`src/rtl/encoder_fec_pkg.sv`:
```
// Shared types and constants for the FEC encoder chain.
// Carries the K=7 rate-1/2 convolutional code parameters and encoder FSM states.
package encoder_fec_pkg;

  localparam int DATA_WIDTH = 8;

  typedef logic [DATA_WIDTH-1:0] message_data_t;

  localparam int CONV_K        = 7;
  localparam int CONV_MEM      = CONV_K - 1;
  localparam int CONV_TAIL_LEN = CONV_MEM;

  localparam logic [CONV_K-1:0] CONV_G0 = 7'o171;
  localparam logic [CONV_K-1:0] CONV_G1 = 7'o133;

  typedef logic [1:0] coded_sym_t;

  typedef enum logic [2:0] {
    IDLE,
    REQ,
    WAIT,
    DATA,
    TAIL
  } conv_state_t;

  function automatic logic conv_parity(
    input logic [CONV_K-1:0] w,
    input logic [CONV_K-1:0] g
  );
    return ^(w & g);
  endfunction

endpackage

```
`src/rtl/conv_encoder_core.sv`:
```
// K=7 shift register and generator parity for the convolutional encoder.
// Ports: clk, rst_n (sync, active-low), advance, u, clr in; sym = {G0 bit, G1 bit} out.
import encoder_fec_pkg::*;

module conv_encoder_core #(
  parameter logic [CONV_K-1:0] G0_POLY = CONV_G0,
  parameter logic [CONV_K-1:0] G1_POLY = CONV_G1
) (
  input  logic       clk,
  input  logic       rst_n,
  input  logic       advance,
  input  logic       u,
  input  logic       clr,
  output coded_sym_t sym
);

  logic [CONV_MEM-1:0] shreg;
  logic [CONV_K-1:0]   window;

  // Newest bit enters at the top, oldest falls off bit 0.
  always_ff @(posedge clk) begin
    if (!rst_n) begin
      shreg <= '0;
    end else if (clr) begin
      shreg <= '0;
    end else if (advance) begin
      shreg <= {u, shreg[CONV_MEM-1:1]};
    end
  end

  assign window = {u, shreg};
  assign sym    = {conv_parity(window, G0_POLY),
                   conv_parity(window, G1_POLY)};

endmodule

```
`src/rtl/conv_encoder.sv`:
```
// Rate-1/2 K=7 convolutional encoder pulling words from circular_buffer.
// Ports: clk, rst_n, buf_empty/buf_rd_valid/buf_data in, buf_rd_en out;
// sym_out/sym_valid/sym_last out, sym_ready in; busy out.
// Macro FEC_TAIL_EN: append 6 zero tail bits so each message terminates.
import encoder_fec_pkg::*;

module conv_encoder #(
  parameter int                DATA_WIDTH = encoder_fec_pkg::DATA_WIDTH,
  parameter logic [CONV_K-1:0] G0_POLY    = 7'o171,
  parameter logic [CONV_K-1:0] G1_POLY    = 7'o133
) (
  input  logic                  clk,
  input  logic                  rst_n,
  input  logic                  buf_empty,
  input  logic                  buf_rd_valid,
  input  logic [DATA_WIDTH-1:0] buf_data,
  output logic                  buf_rd_en,
  output logic [1:0]            sym_out,
  output logic                  sym_valid,
  input  logic                  sym_ready,
  output logic                  sym_last,
  output logic                  busy
);

  localparam int CW = $clog2(DATA_WIDTH + CONV_TAIL_LEN);
  localparam logic [CW-1:0] LAST_DATA = CW'(DATA_WIDTH - 1);
  localparam logic [CW-1:0] LAST_TAIL = CW'(CONV_TAIL_LEN - 1);

  conv_state_t           fsm;
  logic [DATA_WIDTH-1:0] msg_reg;
  logic [CW-1:0]         bit_cnt;
  logic                  hs;
  logic                  u;
  logic                  clr;

  // Message is shifted left per accepted symbol, so the MSB is always
  // the current input bit.
  always_ff @(posedge clk) begin
    if (!rst_n) begin
      fsm     <= IDLE;
      msg_reg <= '0;
      bit_cnt <= '0;
    end else begin
      unique case (fsm)
        IDLE: if (!buf_empty) fsm <= REQ;
        REQ, WAIT: begin
          if (buf_rd_valid) begin
            msg_reg <= buf_data;
            bit_cnt <= '0;
            fsm     <= DATA;
          end else begin
            fsm <= WAIT;
          end
        end
        DATA: begin
          if (hs) begin
            msg_reg <= msg_reg << 1;
            if (bit_cnt == LAST_DATA) begin
              bit_cnt <= '0;
`ifdef FEC_TAIL_EN
              fsm     <= TAIL;
`else
              fsm     <= IDLE;
`endif
            end else begin
              bit_cnt <= bit_cnt + 1'b1;
            end
          end
        end
        TAIL: begin
          if (hs) begin
            if (bit_cnt == LAST_TAIL) begin
              bit_cnt <= '0;
              fsm     <= IDLE;
            end else begin
              bit_cnt <= bit_cnt + 1'b1;
            end
          end
        end
        default: fsm <= IDLE;
      endcase
    end
  end

  assign sym_valid = (fsm == DATA) || (fsm == TAIL);
  assign hs        = sym_valid && sym_ready;
  assign u         = (fsm == DATA) && msg_reg[DATA_WIDTH-1];
  assign buf_rd_en = (fsm == REQ);
  assign busy      = (fsm != IDLE);

`ifdef FEC_TAIL_EN
  assign sym_last = (fsm == TAIL) && (bit_cnt == LAST_TAIL);
  assign clr      = (fsm == IDLE);
`else
  assign sym_last = (fsm == DATA) && (bit_cnt == LAST_DATA);
  assign clr      = 1'b0;
`endif

  conv_encoder_core #(
    .G0_POLY(G0_POLY),
    .G1_POLY(G1_POLY)
  ) u_core (
    .clk     (clk),
    .rst_n   (rst_n),
    .advance (hs),
    .u       (u),
    .clr     (clr),
    .sym     (sym_out)
  );

endmodule
```
`config.mk`:
```
export PLATFORM = sky130hd
export DESIGN_NAME = conv_encoder
export DESIGN_NICKNAME = d
export VERILOG_FILES = /design/src/rtl/encoder_fec_pkg.sv /design/src/rtl/conv_encoder_core.sv /design/src/rtl/conv_encoder.sv
export SDC_FILE = /design/constraint.sdc
export NUM_CORES = 1
export LEC_CHECK = 0
export ABC_AREA = 1
export CORE_MARGIN = 4
export CORE_UTILIZATION = 50
export CTS_BUF_LIST = sky130_fd_sc_hd__clkbuf_4 sky130_fd_sc_hd__clkbuf_8
export DETAILED_ROUTE_END_ITERATION = 10
export HOLD_SLACK_MARGIN = 0.05
export PLACE_DENSITY = 0.77
export SYNTH_ARGS = -nofsm -noshare
export SYNTH_HDL_FRONTEND = slang
export SYNTH_HIERARCHICAL = 1
export SYNTH_SLANG_ARGS = --single-unit
export TNS_END_PERCENT = 5
```
`constraint.sdc`:
```
create_clock -name clk -period 1.5 [get_ports clk]
set_input_delay 0.375 -clock clk [delete_from_list [all_inputs] [get_ports clk]]
set_output_delay 0.375 -clock clk [all_outputs]
set_load 0.05 [all_outputs]
```
* After elaboration in Yosys (flattened, before gate mapping)
Index checks and enable logic that the tools add are counted.
** Word-level totals
- Memories kept :: 0
- Logic and storage cells :: 47
- Register bits :: 21
- Memory bits (read-only) :: 0
- Output and inout bits :: 6
- Input bits :: 13
- Latch bits :: 0
- Bits in writable memories :: 0
** Operators by class
- Bitwise gates (word level) :: 0
- Reduce and logical (&&, ||, !) cells :: 14
- $mul :: 0
- Div/mod/pow operators :: 0
- Mux-type cells :: 16
- Shifts and indexed selects :: 0
- Eq/ne operators :: 12
- Add/subtract/negate cells :: 1
- $lt $le $gt $ge :: 0
** Operators by type and width (count)
- two-way mux 4 bit :: 5
- two-way mux 8 bit :: 2
- one-hot mux 8 bit (2 select lines) :: 1
- two-way mux 3 bit :: 5
- XOR reduction 7 bit :: 2
- one-hot mux 3 bit (4 select lines) :: 1
- one-hot mux 4 bit (3 select lines) :: 1
- != test 2 bit, second input constant :: 5
- == test 4 x 3 -> 1 bit, second input constant :: 2
- == test 3 x 2 -> 1 bit, second input constant :: 2
- nonzero test 3 bit :: 2
- AND reduction 5 bit :: 1
- adder 4 x 1 -> 4 bit, second input constant :: 1
- AND reduction 4 bit :: 1
- == test 3 x 1 -> 1 bit, second input constant :: 1
- == test 3 bit, second input constant :: 1
- logical AND 1 bit :: 3
- logical NOT 3 bit :: 1
- AND reduction 3 bit :: 1
- != test 2 x 1 -> 1 bit, second input constant :: 1
- nonzero test 2 bit :: 1
- OR reduction 2 bit :: 1
- logical OR 1 bit :: 1
- two-way mux 1 bit :: 1

* Depth between registers and ports, before layout
Gate-level depths: netlist of run 1.
- Depth after elaboration :: 5
- Gate-level depth with buffers :: 10
- Gate-level depth less buffers :: 10

* Modules after synthesis
The synthesis of run 1 kept the hierarchy.
** By module, submodules not included
- conv_encoder :: sequential area each 280.3 um^2, area an instance 878.3 um^2, cells each 130, instances 1
- conv_encoder_core :: sequential area each 120.1 um^2, area an instance 345.3 um^2, cells each 50, instances 1

* Least setup slack after synthesis of run 1
OpenSTA, ideal clock, no wires.
- Path kind :: reg2out
- Start :: register fsm[0]
- End :: output port sym_last
- Required time :: 1125 ps
- Buffers on the path :: 0
- Data arrival time :: 1392 ps
- Path slack :: -267 ps
- Stages on the path, launching flop included :: 4
- Cells stage by stage :: dfxtp_1 ha_1 inv_1 nor2_1
** On the way
- Longest elaborated chain between the ends :: 2
** RTL lines
- start, declared :: RTL line conv_encoder.sv:29 : conv_state_t fsm;
- start signal, assigned :: RTL line conv_encoder.sv:40 : fsm <= IDLE;
- start signal, assigned :: RTL line conv_encoder.sv:45 : IDLE: if (!buf_empty) fsm <= REQ;
- start signal, assigned :: RTL line conv_encoder.sv:50 : fsm <= DATA;
- == test 3 x 2 -> 1 bit :: RTL line conv_encoder.sv:95 : assign sym_last = (fsm == DATA) && (bit_cnt == LAST_DATA);
- logical AND 1 bit :: RTL line conv_encoder.sv:95
- end, declared :: RTL line conv_encoder.sv:21 : output logic sym_last,
Every way passes these cells.

* Worst setup path in the final report of run 1
- Start :: register fsm[0]
- End :: output port sym_out[0]
** On the way
- Longest elaborated chain between the ends :: 3
** RTL lines
- == test 3 x 2 -> 1 bit :: RTL line conv_encoder.sv:87 : assign u = (fsm == DATA) && msg_reg[DATA_WIDTH-1];
- logical AND 1 bit :: RTL line conv_encoder.sv:87
- named net u :: RTL line conv_encoder.sv:33 : logic u;
- XOR reduction 7 bit :: RTL line encoder_fec_pkg.sv:30 : return ^(w & g);
- end, declared :: RTL line conv_encoder.sv:18 : output logic [1:0] sym_out,
The timed path passes the listed nets, and every way through them passes these cells.

==> run metrics, run 1 <==
status complete, but fails checks; failing checks negative setup slack; worst endpoint required time 1.12 ns; max_cap viols 0; Max FO, Critical Path 3; Starting Density 0.538; Synth cell types 21; routed wire length 2710 microns; Worst setup EP type primary output; min cycle time layout 1.76 ns; Buffers on Ports 18; hold_sp msg_reg[0]$_SDFFE_PN0P_; worst slack, placed -0.110 ns; first-pass iteration count of the detailed router 4; DR iter-0 viols 19; hold buffers post-CTS 0; fmax 568 MHz; area grow syn2layout 42.1%; clock sinks 20; Vias per Instance 5.08; ordered list of cells on the worst path ha_4 -> nand2_4 -> inv_4 -> xnor2_2 -> inv_1 -> nand2_1 -> nand2_2 -> buf_12; Skew-Pair Late Insertion Delay 0.30 ns; dpl hpwl 2030 microns; cell family with most CP delay flip-flops; # DRC 0; Die Height 57.5 microns; die footprint 0.00330 sq mm; flops & latches, synth 20; Final ANT Viol Nets 0; crit path max-delay cell type dfxtp_2; synth warn 6; area of the core 0.00228 sq mm; Worst Path Class, Setup reg2out; IO Pins 19; cts bufs inserted 3; die width 57.5 microns; worst setup slack after layout -0.261 ns; RSZ-0062 raised after global routing true; Worst VDD drop 1310 uV; antenna cells 0; Setup violations, final 6; Nets 235; initial antenna violation count 0; number of global-route vias before repair 1,183; crit path launch type register; Rows 17; fraction of layout instances using a drive strength above 1 0.302; Hold Path Class reg2reg; LEAKAGE 0.774 nW; H-tree levels 1; Power Total 2.81 mW; buffers from clock root to sink, at most 2; Syn Inst Count 180; gpl congestion 0.797; Clock Skews 0.00210 ns; hold_ws 0.463 ns; sequential area share after synthesis 0.327; CTS root buf clkbuf_4; worst stage delay on the critical path 0.35 ns; Pwr Density 1610 mW/mm^2; fin crit share 1.17; largest net degree at the start of global routing 14; max reg flops 8; Mean Syn Cell Area 6.80 sq um; Worst Setup SP fsm[0]$_SDFFE_PN0P_; Global Route Usage Sum 0.182; RR Startpoint fsm[0]$_SDFFE_PN0P_; Post-Layout Inst Area 0.00174 sq mm; placed inst area 0.00160 sq mm; area of the mapped netlist 0.00122 sq mm; CP Buf/Inv Count 3; WP data arrival 1.39 ns; total gr overflow 0; clk slew on worst S/H paths 0.10 ns; fillcell total 173; WL per Instance 11.2 microns; CTS tree built; Max Transition Viols Final 0; first-pass GRT wire length 4800 microns; hold violation count in the final report 0; DR vias 1,235; Syn Nets 198
synthesized netlist by cell type:
cell,number,area share
conb_1,1,0.0031
nand2_1,53,0.16
inv_1,22,0.067
a21oi_2,1,0.0072
dfxtp_1,20,0.33
nand3b_1,2,0.012
a211oi_1,2,0.012
xnor2_1,2,0.014
buf_6,5,0.046
nand3_2,1,0.0082
nand3_1,9,0.037
nand2_2,3,0.015
nor2_1,25,0.077
a21boi_0,1,0.0061
o21ai_0,8,0.033
inv_2,2,0.0061
a21oi_1,9,0.037
ha_1,5,0.051
nand2_4,4,0.037
nand4_1,2,0.010
a211oi_2,3,0.031
where the power goes:
| group | total [mW] | switching [mW] | internal (mW) |
|---|---|---|---|
| registers | 0.774 | 0.0925 | 0.681 |
| clock network | 0.250 | 0.156 | 0.0936 |
| logic | 1.78 | 0.944 | 0.840 |
| total | 2.81 | 1.19 | 1.62 |
final timing paths:
kind / end / slack, ns / depth (start not counted)
worst min register to register: msg_reg[0]$_SDFFE_PN0P_ / 0.46 / 2
worst max-delay path: sym_out[0] / -0.26 / 8
worst min-delay path: msg_reg[0]$_SDFFE_PN0P_ / 0.46 / 2
worst max register to register: msg_reg[2]$_SDFFE_PN0P_ / 0.01 / 9
cell usage in the layout (no fill, tap or decap), drive strengths merged:
cell	n
conb	1
nand3	10
xnor2	2
inv	24
ha	5
nand2	60
nor2	25
buf	25
dfxtp	20
clkbuf	3
nand4	2
a211oi	5
nand3b	2
o21ai	8
a21boi	1
clkdlybuf4s50	12
a21oi	10
logic make-up after synthesis:
kind of cell,after synthesis,synth area share
DFF,20,0.327
other,1,0.00306
and+or+nand+nor,99,0.359
AOI/OAI and AO/OA,24,0.126
xor gates and xnor gates,2,0.0143
adders and majority gates,5,0.0511
buffers and inverters,29,0.120
per-stage QoR:
| step | utilization | instances | TNS (ns) |
|---|---|---|---|
| 3_3_place_gp | 0.702 | 237 | -0.477 |
| 4_1_cts | 0.741 | 242 | -1.32 |
| 2_1_floorplan | - | 180 | -0.258 |
| 6_report | 0.764 | 243 | -1.02 |
| 5_1_grt | 0.764 | 243 | -2.46 |
| 3_5_place_dp | 0.702 | 237 | -0.801 |
layout make-up:
| class | instances | area, sq um | area share |
|---|---|---|---|
| flip-flops and latches | 20 | 405 | 0.233 |
| well taps | 28 | 35.0 | 0.0201 |
| multi-input cells | 131 | 773 | 0.445 |
| inverters | 24 | 95.1 | 0.0547 |
| clock buffers | 3 | 22.5 | 0.0129 |
| repair buffers | 37 | 408 | 0.235 |
worst reg2reg max path: cells and delay by family, from the launching register on:
family                   cells  cell delay, ns
AO/OA/AOI/OAI                1            0.12
adder cells (fa/ha/maj)      1            0.26
buffers and inverters        4            0.40
flip-flops                   1            0.37
AND/OR/NAND/NOR              3            0.25
what timing repair did:
item | in CTS | in global routing
setup endpoints to repair | 8 | 18
gates cloned | 0 | 0
resized for setup | 17 | 15
hold endpoints to repair | 0 | 0
setup buffers | 2 | 1
pin swaps | 11 | 6
layer usage:
metal / share of wire / vias to the layer above / track usage
met2: 0.52 / 22 / 0.324
met3: 0.040 / 4 / 0.0362
met5: 0 / - / 0
met1: 0.42 / 577 / 0.202
met4: 0.018 / 0 / 0.0927
li1: - / 632 / -
Power figures use the tool's default switching activity.
==> run 2, diff against run 1 <==
--- a/config.mk
+++ b/config.mk
@@ -7,11 +7,12 @@
 export LEC_CHECK = 0
 export ABC_AREA = 1
 export CORE_MARGIN = 4
-export CORE_UTILIZATION = 50
+export CORE_UTILIZATION = 55
 export CTS_BUF_LIST = sky130_fd_sc_hd__clkbuf_4 sky130_fd_sc_hd__clkbuf_8
 export DETAILED_ROUTE_END_ITERATION = 10
 export HOLD_SLACK_MARGIN = 0.05
-export PLACE_DENSITY = 0.77
+export PLACE_DENSITY = 0.8
+export SLEW_MARGIN = 40
 export SYNTH_ARGS = -nofsm -noshare
 export SYNTH_HDL_FRONTEND = slang
 export SYNTH_HIERARCHICAL = 1
==> constraint.sdc (replaced) <==
create_clock -name clk -period 1.78 [get_ports clk]
set_input_delay 0.445 -clock clk [delete_from_list [all_inputs] [get_ports clk]]
set_output_delay 0.445 -clock clk [all_outputs]
set_load 0.05 [all_outputs]
==> run metrics, run 2 (synthesized netlist as in run 1, its figures left out) <==
RR Endpoint msg_reg[0]$_SDFFE_PN0P_; Final ANT Viol Nets 0; CTS root buf clkbuf_4; RR Startpoint fsm[0]$_SDFFE_PN0P_; fraction of layout instances using a drive strength above 1 0.254; hold_ws 0.467 ns; Buffers on Ports 18; combinational fraction of design power 0.546; total gr overflow 0; commonest non-fill, non-tap cell in the layout nand2_1; commonest cells after routing, fill and taps aside nand2_1, nor2_1, inv_1; fmax 539 MHz; failing checks negative setup slack; worst endpoint required time 1.33 ns; first-pass iteration count of the detailed router 4; max reg flops 8; worst setup slack after layout -0.0746 ns; Hold Path Cell Cnt 2; die footprint 0.00304 sq mm; WP data arrival 1.41 ns; Seq pwr share 0.290; H-tree levels 1; P_sw 0.940 mW; DR vias 1,182; Vias per Instance 5.09; Setup violations, final 4; final cell count without fillers 232; hold_sp msg_reg[0]$_SDFFE_PN0P_; status complete, but fails checks; Skew-Pair Late Insertion Delay 0.30 ns; worst slack, placed 0.0527 ns; buffers from clock root to sink, at most 2; number of global-route vias before repair 1,124; Rows 16; Post-Layout Inst Area 0.00162 sq mm; Worst Path Class, Setup reg2out; Hold Path Class reg2reg; placed inst area 0.00148 sq mm; Clock Power Share 0.164; crit path launch type register; Clock Skews 0.00572 ns; max_cap viols 0; Power Total 2.26 mW; WL per Instance 11.5 microns; IO Pins 19; Worst setup EP type primary output; gpl congestion 0.782; Pwr Density 1390 mW/mm^2; largest net degree at the start of global routing 17; dpl hpwl 1920 microns; Nets 224; CTS tree built; LEAKAGE 0.726 nW; antenna cells 0; P_int 1.32 mW; # DRC 0; Placed Cells 225; Starting Density 0.599; first-pass GRT wire length 4400 microns; Global Route Usage Sum 0.201; min cycle time layout 1.85 ns; worst reg-to-reg path cell count 11; routed wire length 2680 microns; clock sinks 20; clk slew on worst S/H paths 0.12 ns; fin crit share 1.04; area of the core 0.00204 sq mm; DR iter-0 viols 22; hold violation count in the final report 0; die width 55.2 microns; initial antenna violation count 0; Worst VDD drop 1240 uV; Max FO, Critical Path 3; area grow syn2layout 32.4%; RSZ-0062 raised after global routing true; Register-to-Register Setup Slack 0.04 ns; Net Sw Frac 0.417; Max Transition Viols Final 0; cts bufs inserted 3; end of the worst hold path msg_reg[0]$_SDFFE_PN0P_; Die Height 55.2 microns
## run 2: cell types whose count changed in the layout (fill, tap and decap cells not counted), moves of 2 or more
cell and change:
o21ai_1 -4, nand2_1 +2, nand2_2 -2, buf_4 -9, buf_12 -2, ha_4 -3
ha_1 +2, o21ai_0 +4
## run 2: cell type report
| cell class | instances | area, sq um |
|---|---|---|
| Clock buffer | 3 | 22.5 |
| Sequential cell | 20 | 407 |
| Clock inverter | 1 | 30.0 |
| Multi-Input combinational cell | 131 | 734 |
| Inverter | 24 | 92.6 |
| Tap cell | 27 | 33.8 |
| Timing Repair Buffer | 26 | 300 |
| Fill cell | 142 | 422 |
## run 2: timing repair
item	CTS	global route
hold buffers	0	0
endpoints found under the setup margin	3	5
setup buffers	2	1
hold endpoints to repair	0	0
resized for setup	10	13
pin swaps	7	2
## run 2: worst max path at each step
stage          depth (start not counted)                           end                start
2_1_floorplan                          6                    sym_out[0]  fsm[0]$_SDFFE_PN0P_
3_3_place_gp                           5  u_core/shreg[5]$_SDFFE_PP0P_            sym_ready
3_5_place_dp                           6  u_core/shreg[1]$_SDFFE_PP0P_            sym_ready
4_1_cts                                8                    sym_out[0]  fsm[0]$_SDFFE_PN0P_
5_1_grt                                8                    sym_out[0]  fsm[0]$_SDFFE_PN0P_
6_report                               8                    sym_out[0]  fsm[0]$_SDFFE_PN0P_
## run 2: worst max-delay path: stages (launching register included)
cell	delay [ns]
dfxtp_2	0.35
ha_4	0.16
nand2_4	0.06
inv_4	0.05
xnor2_2	0.14
inv_1	0.06
nand2_1	0.07
nand2_2	0.07
buf_12	0.14
## run 2: power groups by stage
stage	clock (mW)	combinational, mW	sequential (mW)
6_report	0.371	1.23	0.654
5_1_grt	0.397	1.35	0.664
4_1_cts	0.373	1.19	0.648
3_5_place_dp	0	1.14	0.650
3_3_place_gp	0	1.11	0.641
2_1_floorplan	0	0.816	0.631
## run 2: through the flow
stage | setup TNS (ns) | utilization
after floorplan | -0.0148 | -
after global placement | 0 | 0.725
after detailed placement | 0 | 0.725
after CTS | -0.111 | 0.774
after global routing | -0.667 | 0.794
final | -0.148 | 0.794
## run 2: metal layers
metal | GRT usage | vias to the layer above | routed length [microns]
li1 | - | 607 | -
met1 | 0.212 | 545 | 1150
met2 | 0.386 | 26 | 1370
met3 | 0.0402 | 4 | 136
met4 | 0.0769 | 0 | 22
met5 | 0 | - | 0
